[src/rtl/mips_mem_arbiter.sv]
// Shares one single-port, variable-wait-state memory between the CPU fetch and data ports.
// Data has priority; a burst counter guarantees a pending fetch a slot after DATA_BURST_MAX data grants.
module mips_mem_arbiter #(
  parameter int unsigned DATA_BURST_MAX = 4,
  parameter int unsigned WAIT_TIMEOUT   = 255
) (
  input  logic        clk,
  input  logic        reset,
  input  logic        instr_req,
  input  logic [31:0] instr_address,
  output logic [31:0] instr_readdata,
  output logic        instr_ack,
  input  logic        data_read,
  input  logic        data_write,
  input  logic [31:0] data_address,
  input  logic [31:0] data_writedata,
  output logic [31:0] data_readdata,
  output logic        data_ack,
  output logic        bus_error,
  output logic [31:0] mem_address,
  output logic        mem_read,
  output logic        mem_write,
  output logic [31:0] mem_writedata,
  input  logic [31:0] mem_readdata,
  input  logic        mem_waitrequest,
  output logic        busy
);

  localparam int unsigned BW = (DATA_BURST_MAX < 1) ? 1 : $clog2(DATA_BURST_MAX + 1);
  localparam int unsigned TW = (WAIT_TIMEOUT < 2) ? 1 : $clog2(WAIT_TIMEOUT);
  localparam logic [BW-1:0] BURST_MAX = BW'(DATA_BURST_MAX);
  localparam logic [TW-1:0] TCNT_LAST = TW'(WAIT_TIMEOUT - 1);

  typedef enum logic [1:0] {IDLE, I_ACC, D_ACC, RESP} state_t;

  state_t        state_q, state_d;
  logic [BW-1:0] burst_q, burst_d;
  logic [TW-1:0] tcnt_q, tcnt_d;
  logic [31:0]   instr_readdata_d, data_readdata_d, mem_address_d, mem_writedata_d;
  logic          instr_ack_d, data_ack_d, bus_error_d, mem_read_d, mem_write_d, busy_d;
  logic          data_req, fetch_forced;

  assign data_req     = data_read | data_write;
  assign fetch_forced = instr_req && (burst_q == BURST_MAX);

  always_comb begin
    state_d          = state_q;
    burst_d          = burst_q;
    tcnt_d           = tcnt_q;
    instr_readdata_d = instr_readdata;
    data_readdata_d  = data_readdata;
    mem_address_d    = mem_address;
    mem_writedata_d  = mem_writedata;
    mem_read_d       = mem_read;
    mem_write_d      = mem_write;
    instr_ack_d      = 1'b0;
    data_ack_d       = 1'b0;
    bus_error_d      = 1'b0;

    case (state_q)
      IDLE: begin
        tcnt_d = '0;
        if (data_req && !fetch_forced) begin
          state_d         = D_ACC;
          mem_address_d   = data_address;
          mem_writedata_d = data_writedata;
          mem_write_d     = data_write;
          mem_read_d      = ~data_write;
          // Only grants that overtake a waiting fetch count towards the burst limit.
          if (!instr_req)
            burst_d = '0;
          else if (burst_q != BURST_MAX)
            burst_d = burst_q + 1'b1;
        end else if (instr_req) begin
          state_d         = I_ACC;
          mem_address_d   = instr_address;
          mem_writedata_d = '0;
          mem_write_d     = 1'b0;
          mem_read_d      = 1'b1;
          burst_d         = '0;
        end
      end

      I_ACC, D_ACC: begin
        if (!mem_waitrequest || tcnt_q == TCNT_LAST) begin
          state_d     = RESP;
          mem_read_d  = 1'b0;
          mem_write_d = 1'b0;
          bus_error_d = mem_waitrequest;
          if (state_q == I_ACC) begin
            instr_ack_d      = 1'b1;
            instr_readdata_d = mem_waitrequest ? '0 : mem_readdata;
          end else begin
            data_ack_d = 1'b1;
            if (mem_waitrequest)
              data_readdata_d = '0;
            else if (mem_read)
              data_readdata_d = mem_readdata;
          end
        end else begin
          tcnt_d = tcnt_q + 1'b1;
        end
      end

      default: begin
        state_d = IDLE;
        tcnt_d  = '0;
      end
    endcase

    busy_d = (state_d != IDLE);
  end

  always_ff @(posedge clk or negedge reset) begin
    if (!reset) begin
      state_q        <= IDLE;
      burst_q        <= '0;
      tcnt_q         <= '0;
      instr_readdata <= '0;
      instr_ack      <= 1'b0;
      data_readdata  <= '0;
      data_ack       <= 1'b0;
      bus_error      <= 1'b0;
      mem_address    <= '0;
      mem_read       <= 1'b0;
      mem_write      <= 1'b0;
      mem_writedata  <= '0;
      busy           <= 1'b0;
    end else begin
      state_q        <= state_d;
      burst_q        <= burst_d;
      tcnt_q         <= tcnt_d;
      instr_readdata <= instr_readdata_d;
      instr_ack      <= instr_ack_d;
      data_readdata  <= data_readdata_d;
      data_ack       <= data_ack_d;
      bus_error      <= bus_error_d;
      mem_address    <= mem_address_d;
      mem_read       <= mem_read_d;
      mem_write      <= mem_write_d;
      mem_writedata  <= mem_writedata_d;
      busy           <= busy_d;
    end
  end

endmodule

[config.mk]
export PLATFORM = sky130hd
export DESIGN_NAME = mips_mem_arbiter
export DESIGN_NICKNAME = d
export VERILOG_FILES = /design/src/rtl/mips_mem_arbiter.sv
export SDC_FILE = /design/constraint.sdc
export NUM_CORES = 1
export LEC_CHECK = 0
export ABC_CLOCK_PERIOD_IN_PS = 3700
export CORE_MARGIN = 5
export CORE_UTILIZATION = 45
export DETAILED_ROUTE_END_ITERATION = 8
export GPL_TIMING_DRIVEN = 0
export PLACE_DENSITY = 0.86
export REMOVE_ABC_BUFFERS = 1
export SLEW_MARGIN = 10
export SYNTH_ARGS = -nofsm -noshare
export SYNTH_HDL_FRONTEND = slang
export SYNTH_SLANG_ARGS = --single-unit
[constraint.sdc]
create_clock -name clk -period 3.7 [get_ports clk]
set_clock_uncertainty 0.15 [all_clocks]
set_input_delay 0.555 -clock clk [delete_from_list [all_inputs] [get_ports clk]]
set_output_delay 0.555 -clock clk [all_outputs]
set_load 0.05 [all_outputs]
# Word level (Yosys, flattened, before mapping)

Index checks and enable logic that the tools add are counted.

Logic and storage cells: 75
Output and inout bits: 134
Bits of input ports: 134
Register bits: 147

Add/subtract/negate cells: 2
Reduce and logical (&&, ||, !) cells: 16
Bitwise operators: 3
Equality and inequality tests: 9
Muxes and demuxes: 32

Operator list:

| cell                                                            | count |
|---|---|
| 32-bit two-way mux                                              | 7 |
| 8-bit two-way mux                                               | 2 |
| 1-bit two-way mux                                               | 13 |
| 3-bit two-way mux                                               | 4 |
| 3-bit AND reduction                                             | 3 |
| 8-bit by 1-bit adder with 8-bit output, second input constant   | 1 |
| 8-bit == test, second input constant                            | 1 |
| 2-bit nonzero test                                              | 4 |
| 2-bit two-way mux                                               | 3 |
| 3-bit != test, second input constant                            | 2 |
| 2-bit != test, second input constant                            | 2 |
| 1-bit case mux with 2 select lines                              | 2 |
| 2-bit case mux with 2 select lines                              | 1 |
| 4-bit AND reduction                                             | 1 |
| 3-bit by 1-bit adder with 3-bit output, second input constant   | 1 |
| 3-bit == test, second input constant                            | 1 |
| 3-bit by 2-bit != test with 1-bit output, second input constant | 1 |
| 2-bit by 1-bit == test with 1-bit output, second input constant | 1 |
| 2-bit == test, second input constant                            | 1 |
| 1-bit logical AND                                               | 2 |
| 1-bit zero test                                                 | 2 |
| 2-bit zero test                                                 | 1 |
| 1-bit NOT                                                       | 2 |
| 2-bit AND reduction                                             | 1 |
| 3 further kinds                                                 | 3 |

# Depth between registers and ports, before layout

Gate-level depths: netlist of run 1.

Depth in word-level cells: 7
Mapped depth: 8
Depth with buffers taken out: 6

# Least setup slack after synthesis of run 1

Ideal clock, no wire load.

Path kind: in2reg
Start point: input port instr_req
End point: register busy
Data required time: 3.414 ns
Data arrival time: 1.520 ns
Buffers on the path: 2
Setup slack: 1.894 ns
Setup time: 0.136 ns
Stages: 6
Cell sequence: buf_2 -> nand3_2 -> and3b_1 -> buf_2 -> a311oi_1 -> a21oi_1

Word-level cells in the longest chain between the ends: 6
Elaborated cells between the ends (all ways): 7
Classes of those cells: 3 x mux; 4 x reduce/logical

Ends and longest elaborated chain:

| item                                 | RTL line | source |
|---|---|---|
| start, declared                      | 9        | `input logic instr_req,` |
| 1-bit logical AND                    | 44       | `assign fetch_forced = instr_req && (burst_q == BURST_MAX);` |
| 1-bit zero test                      | 63       | `if (data_req && !fetch_forced) begin` |
| 1-bit logical AND                    | 63       |  |
| 2-bit two-way mux *                  | 63       |  |
| 2-bit case mux with 2 select lines * | 60       | `case (state_q)` |
| 2-bit nonzero test *                 | 111      | `busy_d = (state_d != IDLE);` |
| named net busy_d                     | 40       | `logic instr_ack_d, data_ack_d, bus_error_d, mem_read_d, mem_write_d, busy_d;` |
| end signal, assigned                 | 142      | `busy <= busy_d;` |
| end, declared                        | 26       | `output logic busy` |

The timed path passes the listed nets; every way through them passes the cells marked *.
A chain may end at the register's enable or synchronous reset.

# Final worst setup path of run 1

Start point: input port instr_req
End point: register mem_address[21]

Word-level cells in the longest chain between the ends: 5
Elaborated cells between the ends (all ways): 6
Classes of those cells: 1 x mux; 5 x reduce/logical

Ends and longest elaborated chain:

| item                          | RTL line | source |
|---|---|---|
| 1-bit logical AND             | 44       |  |
| 1-bit zero test               | 63       |  |
| 1-bit logical AND             | 63       |  |
| 2-bit nonzero test (no line)  | -        |  |
| 2-bit AND reduction (no line) | -        |  |
| end signal, assigned          | 138      | `mem_address <= mem_address_d;` |
| end, declared                 | 20       | `output logic [31:0] mem_address,` |

Several ways; a longest one is shown, not always the timed one.

==> results.py, run 1 <==
metrics = {
    "outcome": {
        "status": "finished, final reports clean",
    },
    "setup_path": {
        "crit_slowest_cell": "o31ai_4",
        "crit_chain": "clkdlybuf4s50_1 > o31ai_4 > buf_8 > buf_8 > buf_8 > buf_8 > nand2_1 > o21ai_1",
        "arrival_ns": 2.94,
        "criticalPathCategory": "primary input to flip-flop",
        "crit_family": "buffers and inverters",
        "end_kind": "flip-flop",
        "cp.required_ns": 3.88,
        "crit_buf_inv": 5,
        "crit_fanout": 26,
        "slowest_delay_ns": 0.77,
        "cp-start-kind": "primary input",
        "cp_common_cell": "buf_8",
    },
    "clocking": {
        "cts_tree": "built",
        "clock_latency_ns": 0.40,
        "cts_buffers": 17,
        "postCtsSetupBuffers": 0,
        "max-clock-path-buffers": 2,
        "cts.sinks": 147,
        "cts.clk_slew.worst_paths_ns": 0.06,
        "htree_levels": 4,
        "ctsHoldBuffers": 0,
        "cts.repair.resized": 0,
        "clockRootBuffer": "clkbuf_16",
    },
    "sta": {
        "worst_slack_ns": 0.933,
        "fin_crit_ns": 2.77,
        "post-route-period-util": 0.748,
        "hold_violations": 0,
        "fmax_mhz": 361,
        "rsz0062_at_grt": "false",
        "slew_viol_final": 0,
        "setup_viol": 0,
        "maxSlewHeadroom": 0.445,
        "tightestPinTransition_ns": 0.833,
    },
    "power_and_ir_drop": {
        "power_density_nw_per_um2": 1080,
        "switching_share": 0.467,
        "p_sw_mw": 4.74,
        "p_leak_nw": 4.23,
        "internal-power_mw": 5.40,
        "peakVddDrop_uv": 558,
        "pwr-share-seq": 0.272,
        "pwr-share-comb": 0.553,
        "p_clk_frac": 0.175,
        "p_total_mw": 10.1,
    },
    "routing": {
        "wl_per_cell_um": 19.1,
        "drtAntennaViolNets": 0,
        "drt_iter0_drc": 287,
        "drt_first_pass_iters": 5,
        "vias": 4861,
        "wirelength_um": 17400,
        "via_per_inst": 5.35,
        "drc_errors": 0,
    },
    "final_layout": {
        "syn2layout_area_growth_pct": 57.6,
        "final_nets": 862,
        "utilization": 0.716,
        "diodes": 0,
        "fillers": 885,
        "layout-drive-gt1-share": 0.0737,
    },
    "grt": {
        "antenna_found_initial": 0,
        "grt_use_met1": 0.262,
        "use_met2": 0.370,
        "grt_pass1_vias": 5345,
        "grt_pass1_wl_um": 28000,
        "grt_max_degree": 89,
        "grt_overflow": 0,
        "grt_busiest_layer": "met2",
        "use_met3": 0.0887,
        "grt_usage": 0.223,
    },
    "synthesis": {
        "synth-edff-count": 0,
        "synthFlopType": "dfrtp_1",
        "ys_top_cells_by_count": "dfrtp_1, a22o_1, nand2_1, mux2i_1, o21ai_1",
        "synth_top_cell_by_area": "dfrtp_1",
        "yosysTopAreaCellShare": 0.616,
        "synthCells": 465,
        "synth_area_sq_um": 5970,
        "yosysSeqAreaShare": 0.616,
        "ys_types": 51,
        "syn-mean-instance-area_sq_um": 12.8,
        "synth_area_leaders": "dfrtp_1, a22o_1, mux2i_1",
        "ys_async_sr_fraction": 1.00,
        "yosysMostFrequentCell": "dfrtp_1",
        "synth_warnings": 0,
        "synth-seq-cells": 147,
    },
    "die": {
        "die_h_um": 125,
        "io_pins": 268,
        "die_w_um": 125,
        "die_area_sq_um": 15700,
        "design.core.area_sq_um": 13100,
        "rows": 42,
        "start_util": 0.454,
    },
    "placement": {
        "pre_cts_slack_ns": 0.561,
        "io_buffers": 267,
        "place_hpwl_um": 12400,
        "gp_congestion": 0.798,
    },
    "min_path": {
        "hp-class": "primary input to async pin",
    },
    "run": {
        "maxCapViolCount": 0,
    },
}
-- final cells by class --
type | count | area, sq um | share of cell area
clock inverter | 13 | 174 | 0.0185
sequential | 147 | 3680 | 0.391
tap | 176 | 220 | 0.0234
multi-input combinational | 273 | 2070 | 0.220
timing repair buffer | 273 | 2790 | 0.296
clock buffer | 18 | 439 | 0.0467
inverter | 9 | 33.8 | 0.00359
-- power groups by stage --
| stage | Combinational [mW] | Clock, mW | Sequential (mW) |
|---|---|---|---|
| 2_1_floorplan | 1.29 | 0 | 5.03 |
| 3_3_place_gp | 5.47 | 0 | 2.73 |
| 3_5_place_dp | 5.61 | 0 | 2.76 |
| 4_1_cts | 5.64 | 1.81 | 2.75 |
| 5_1_grt | 5.88 | 1.89 | 2.84 |
| 6_report | 5.61 | 1.77 | 2.76 |
-- flip-flops by register name (all words and copies together), names as in the netlist --
signal,cells
data_readdata,32
instr_readdata,32
mem_address,32
mem_writedata,32
tcnt_q,8
burst_q,3
state_q,2
bus_error,1
busy,1
data_ack,1
instr_ack,1
mem_read,1
mem_write,1
-- placed cells by master (no fill, tap or decap), types with 3 or more instances in the layout --
cell type,synthesis,layout
clkdlybuf4s50_1,0,266
dfrtp_1,147,147
a22o_1,94,94
nand2_1,42,42
mux2i_1,32,32
o21ai_1,29,29
clkbuf_16,0,17
inv_1,8,8
nor2_1,9,8
ha_1,7,7
inv_6,0,5
a21oi_1,4,4
o21ai_0,4,4
a211oi_1,4,4
buf_8,0,4
o211ai_1,3,3
xnor2_1,3,3
bufinv_16,0,3
clkinvlp_4,0,3
-- stage by stage --
stage | setup TNS [ns] | hold slack [ns] | instance area (sq um) | cells
6_report | 0 | 0.0396 | 9410 | 909
5_1_grt | 0 | 0.104 | 9410 | 909
4_1_cts | 0 | 0.0887 | 9380 | 908
3_5_place_dp | 0 | 0.324 | 8770 | 877
3_3_place_gp | -720.42 | 0.311 | 8650 | 872
2_1_floorplan | -51.68 | 0.109 | 5760 | 429
-- worst paths after layout --
path	from	endpoint	slack, ns	cells after the start
min in group clk	mem_address[24]	mem_address[24]	0.33	2
max reg2reg	tcnt_q[0]	instr_readdata[31]	1.40	6
max in group asynchronous	reset	instr_readdata[5]	2.61	2
min reg2reg	mem_address[24]	mem_address[24]	0.33	2
max	instr_req	mem_address[21]	0.93	8
min	reset	data_readdata[28]	0.04	1
-- logic make-up after synthesis --
| logic type | after synthesis | synth area share |
|---|---|---|
| AO/OA/AOI/OAI | 158 | 0.210 |
| AND/OR/NAND/NOR | 72 | 0.0589 |
| XOR/XNOR | 4 | 0.00587 |
| multiplexers | 32 | 0.0537 |
| adder cells (fa/ha/maj) | 7 | 0.0147 |
| flip-flops | 147 | 0.616 |
| buffers and inverters | 45 | 0.0407 |
-- metal layers --
| layer | vias up | wire length, um |
|---|---|---|
| li1 | 2228 | - |
| met1 | 2368 | 6900 |
| met2 | 243 | 8540 |
| met3 | 22 | 1630 |
| met4 | 0 | 320 |
| met5 | - | 0 |
No activity file was read; power rests on OpenSTA's default activity.
==> run 2, diff against run 1 <==
- ABC_CLOCK_PERIOD_IN_PS: 3700 -> 2350
- CORE_UTILIZATION: 45 -> 38
- PLACE_DENSITY: 0.86 -> 0.77
- clock period: 3.7 -> 2.35 ns (I/O delays scaled with it)
==> run 2 against run 1 <==
  * Critical path depth shrank 2
  * Sequential share of layout area shrank 0.47 points
  * Flip-flop and latch count is the same
  * Setup slack lost 0.75 ns
  * First-iteration DRC count shrank 11%
  * Largest cell class unchanged
  * Wire length shrank 1.5%
  * Count of clock-buffer cells in the layout grew 1
  * Die area grew 17%
  * Global-route usage shrank 3.6 points
  * Clock power grew 65%
  * Combinational power grew 58%
==> results.py, run 2 (synthesis results as in run 1) <==
metrics = {
    "outcome": {
        "status": "finished, final reports clean",
    },
    "routing": {
        "via_per_inst": 5.11,
        "drc_errors": 0,
        "drt_first_pass_iters": 4,
        "wirelength_um": 17100,
        "wl_met3_um": 1660,
        "m1WireLength_um": 7170,
        "met2_length_um": 8130,
        "drtAntennaViolNets": 0,
        "route.top_layer_used": "met5",
        "drt_iter0_drc": 256,
        "vias": 4839,
        "wl_per_cell_um": 18.1,
    },
    "setup_path": {
        "crit_chain": "inv_1 > ha_1 > a31oi_4 > buf_12 > mux2i_1 > o21ai_1",
        "crit_buf_inv": 2,
        "cp-start-kind": "flip-flop",
        "cp.required_ns": 2.50,
        "arrival_ns": 2.32,
        "crit_slowest_cell": "a31oi_4",
        "slowest_delay_ns": 0.59,
        "criticalPathCategory": "flip-flop to flip-flop",
        "end_kind": "flip-flop",
        "crit_fanout": 21,
        "crit_family": "compound AO/OA/AOI/OAI gates",
    },
    "placement": {
        "placed_cell_area_sq_um": 8840,
        "place_hpwl_um": 12500,
        "pre_cts_slack_ns": -0.584,
        "io_buffers": 267,
        "dp.cells": 913,
        "gp_congestion": 0.814,
    },
    "grt": {
        "antenna_found_initial": 1,
        "grt_pass1_wl_um": 27000,
        "grt_pass1_vias": 5056,
        "grt_overflow": 0,
        "grt_usage": 0.186,
        "grt_max_degree": 87,
    },
    "die": {
        "start_util": 0.390,
        "rows": 45,
        "design.core.area_sq_um": 15300,
        "die_area_sq_um": 18300,
        "die_h_um": 135,
        "io_pins": 268,
        "die_w_um": 135,
    },
    "final_layout": {
        "syn2layout_area_growth_pct": 59.5,
        "layout-drive-gt1-share": 0.0761,
        "final_nets": 864,
        "diodes": 0,
        "stdcell_area_sq_um": 9520,
        "final_common_cell": "clkdlybuf4s50_1",
        "layout_common_cells": "clkdlybuf4s50_1, dfrtp_1, a22o_1",
        "final_cells": 947,
    },
    "clocking": {
        "max-clock-path-buffers": 2,
        "clock_latency_ns": 0.41,
        "cts.sinks": 147,
        "cts_buffers": 17,
        "htree_levels": 4,
        "clockRootBuffer": "clkbuf_16",
        "cts_tree": "built",
        "cts.clk_slew.worst_paths_ns": 0.06,
    },
    "power_and_ir_drop": {
        "power_density_nw_per_um2": 1690,
        "internal-power_mw": 8.67,
        "pwr-share-comb": 0.550,
        "pwr-share-seq": 0.269,
        "p_clk_frac": 0.181,
        "p_leak_nw": 4.27,
        "peakVddDrop_uv": 901,
        "switching_share": 0.462,
        "p_sw_mw": 7.46,
        "p_total_mw": 16.1,
    },
    "sta": {
        "tns_ns": 0,
        "tightestPinTransition_ns": 0.822,
        "slew_viol_final": 0,
        "fin_crit_ns": 2.17,
        "fmax_mhz": 461,
        "worst_slack_ns": 0.182,
        "maxSlewHeadroom": 0.452,
        "rsz0062_at_grt": "false",
        "setup_viol": 0,
        "hold_violations": 0,
        "post-route-period-util": 0.923,
    },
    "run": {
        "maxCapViolCount": 0,
    },
    "min_path": {
        "hp-class": "flip-flop to flip-flop",
    },
}
run 2: cell count changes in the layout (fill, tap and decap cells not counted), sizes merged:
cell         before  now
clkinv            3    7
clkinvlp          3    0
inv              13   11
bufinv            3    4
clkbuf           18   19
dlygate4sd3       0    1
nor2             10   11
run 2: power by group through the flow:
stage	combinational [mW]	sequential [mW]	clock, mW
finish	8.87	4.33	2.92
global placement	8.65	4.30	0
detailed placement	8.88	4.34	0
floorplan	2.04	7.92	0
CTS	8.91	4.33	2.99
global route	9.34	4.47	3.12
run 2: metrics by stage:
step | util | hold WS, ns
after detailed placement | 0.577 | 0.220
final | 0.622 | 0.328
after global placement | 0.568 | 0.316
after global routing | 0.622 | 0.361
after floorplan | - | -0.0931
after CTS | 0.621 | 0.339
run 2: cell type report:
| cell class | count | area [sq um] |
|---|---|---|
| Inverter | 9 | 33.8 |
| Clock inverter | 13 | 198 |
| Tap cell | 211 | 264 |
| Timing Repair Buffer | 274 | 2800 |
| Multi-Input combinational cell | 274 | 2090 |
| Clock buffer | 19 | 453 |
| Fill cell | 1167 | 5790 |
| Sequential cell | 147 | 3680 |
run 2: layer usage:
layer  vias up  track usage
li1       2237            -
met1      2339        0.241
met2       245        0.296
met3        16       0.0743
met4         2       0.0431
met5         -            0
run 2: path summary, 6_finish.rpt:
kind / start / to / cells past startpoint / slack (ns)
max: burst_q[0] / mem_address[3] / 6 / 0.18
min: mem_address[21] / mem_address[21] / 2 / 0.33
max reg2reg: burst_q[0] / mem_address[3] / 6 / 0.18
min reg2reg: mem_address[21] / mem_address[21] / 2 / 0.33
max in group asynchronous: reset / mem_writedata[2] / 3 / 0.88
min in group asynchronous: reset / instr_readdata[14] / 2 / 0.35
run 2: repair_timing:
item	in CTS	in global routing
hold buffers	1	0
buffers inserted	0	0
gates resized for setup	1	3
endpoints found under the setup margin	38	34
pin swaps	1	0
gates cloned	0	1
hold endpoints to repair	61	0
run 2: worst min-delay path: stages (launching register included):
cell and delay, ns:
dfrtp_1 0.34, nand2_1 0.05, o21ai_1 0.06
==> run 3, diff against run 2 <==
- PLACE_DENSITY: 0.77 -> 0.8
==> run 3 against run 2 <==
  * Setup slack lost 0.023 ns
  * First-iteration DRC count shrank 21%
  * Count of clock-buffer cells in the layout grew 2
  * Flip-flop and latch count is the same
  * Sequential share of layout area grew 0.30 points
==> results.py, run 3 (synthesis results as in run 1) <==
metrics = {
    "outcome": {
        "status": "finished, final reports clean",
    },
    "grt": {
        "grt_pass1_vias": 5043,
        "grt_max_degree": 83,
        "grt_overflow": 0,
        "antenna_found_initial": 1,
        "grt_usage": 0.189,
        "grt_pass1_wl_um": 27200,
    },
    "clocking": {
        "clock_latency_ns": 0.41,
        "max-clock-path-buffers": 2,
        "cts.clk_slew.worst_paths_ns": 0.06,
        "htree_levels": 4,
        "clockRootBuffer": "clkbuf_16",
        "cts_buffers": 17,
        "cts.sinks": 147,
        "cts_tree": "built",
    },
    "routing": {
        "drtAntennaViolNets": 0,
        "drt_first_pass_iters": 4,
        "drc_errors": 0,
        "vias": 4856,
        "drt_iter0_drc": 201,
        "wirelength_um": 17500,
        "via_per_inst": 5.12,
        "wl_per_cell_um": 18.4,
    },
    "power_and_ir_drop": {
        "power_density_nw_per_um2": 1660,
        "internal-power_mw": 8.26,
        "p_leak_nw": 4.23,
        "peakVddDrop_uv": 956,
        "pwr-share-comb": 0.566,
        "switching_share": 0.474,
        "p_sw_mw": 7.46,
        "pwr-share-seq": 0.277,
        "p_clk_frac": 0.157,
    },
    "min_path": {
        "hp-class": "flip-flop to flip-flop",
        "holdCritStartpoint": "mem_address[8]",
        "holdPathStages": 2,
        "whs_endpoint": "mem_address[8]",
    },
    "setup_path": {
        "reg2reg_from": "burst_q[0]",
        "cp.required_ns": 2.47,
        "rr_endpoint": "busy",
        "criticalPathCategory": "primary input to flip-flop",
        "r2r_slack_ns": 0.18,
        "end_kind": "flip-flop",
        "arrival_ns": 2.32,
        "cp-start-kind": "primary input",
        "crit_fanout": 35,
        "rr_worst_depth": 6,
    },
    "sta": {
        "post-route-period-util": 0.932,
        "fmax_mhz": 456,
        "tns_ns": 0,
        "slew_viol_final": 0,
        "hold_ws_ns": 0.333,
        "fin_crit_ns": 2.19,
        "tightestPinTransition_ns": 0.806,
        "rsz0062_at_grt": "false",
        "maxSlewHeadroom": 0.462,
        "worst_slack_ns": 0.159,
        "setup_viol": 0,
        "hold_violations": 0,
    },
    "die": {
        "die_area_sq_um": 18300,
        "start_util": 0.390,
        "rows": 45,
        "die_h_um": 135,
        "die_w_um": 135,
        "design.core.area_sq_um": 15300,
        "io_pins": 268,
    },
    "final_layout": {
        "layout_common_cells": "clkdlybuf4s50_1, dfrtp_1, a22o_1",
        "layout-drive-gt1-share": 0.0786,
        "diodes": 0,
        "syn2layout_area_growth_pct": 58.3,
        "final_nets": 866,
        "final_common_cell": "clkdlybuf4s50_1",
    },
    "placement": {
        "pre_cts_slack_ns": -0.544,
        "gp_congestion": 0.800,
        "io_buffers": 267,
        "place_hpwl_um": 12700,
    },
    "run": {
        "maxCapViolCount": 0,
    },
}
[run 3: changes by cell type in the layout (fill, tap and decap cells not counted), sizes merged]
cell      before  now
clkbuf        19   21
clkinvlp       0    3
inv           11   10
buf            7    9
bufinv         4    0
[run 3: worst max-delay path: stages]
cell and delay (ns):
clkdlybuf4s50_1 0.74, nand3_2 0.17, and3b_2 0.48, a311oi_1 0.45
a21oi_1 0.12
[run 3: cell type report]
type                    instances  area, sq um
clock inverters                11         77.6
well taps                     211          264
multi-input cells             274         2090
inverters                       9         33.8
fillers                      1188         5860
flip-flops and latches        147         3680
repair buffers                276         2830
clock buffers                  21          470
[run 3: how the worst max path moves through the flow]
| stage | cells after the start | startpoint | end |
|---|---|---|---|
| floorplan | 3 | data_write | mem_write |
| global placement | 1 | reset | mem_writedata[23] |
| detailed placement | 5 | instr_req | busy |
| CTS | 5 | state_q[1] | data_readdata[23] |
| global route | 7 | burst_q[0] | mem_address[5] |
| finish | 5 | instr_req | busy |
[run 3: routing by layer]
metal / routed length [um] / GRT usage / vias to the layer above
met5: 13 / 0 / -
met4: 244 / 0.0515 / 2
met3: 1730 / 0.0713 / 18
met2: 8260 / 0.318 / 238
met1: 7200 / 0.228 / 2356
li1: - / - / 2242
[run 3: timing repair]
action                                 CTS  global route
resized for setup                        1             3
pin swaps                                1             1
cloned                                   0             1
buffers inserted                         0             0
hold buffers                             1             0
endpoints found under the hold margin   65             0
setup endpoints to repair               39            35
[run 3: stage by stage]
stage          power [mW]  utilization  area, sq um  instances
5_1_grt              16.5        0.617         9450        949
4_1_cts              15.8        0.616         9430        948
3_3_place_gp         13.0        0.568         8700        907
3_5_place_dp         13.3        0.579         8870        915
2_1_floorplan        9.95            -         5760        429
6_report             15.7        0.617         9450        949
[run 3: power groups by stage]
| stage | clock (mW) | sequential, mW | combinational (mW) |
|---|---|---|---|
| after floorplan | 0 | 7.92 | 2.04 |
| after global placement | 0 | 4.31 | 8.65 |
| after detailed placement | 0 | 4.36 | 8.89 |
| after CTS | 2.53 | 4.35 | 8.92 |
| after global routing | 2.64 | 4.49 | 9.33 |
| final | 2.48 | 4.35 | 8.90 |
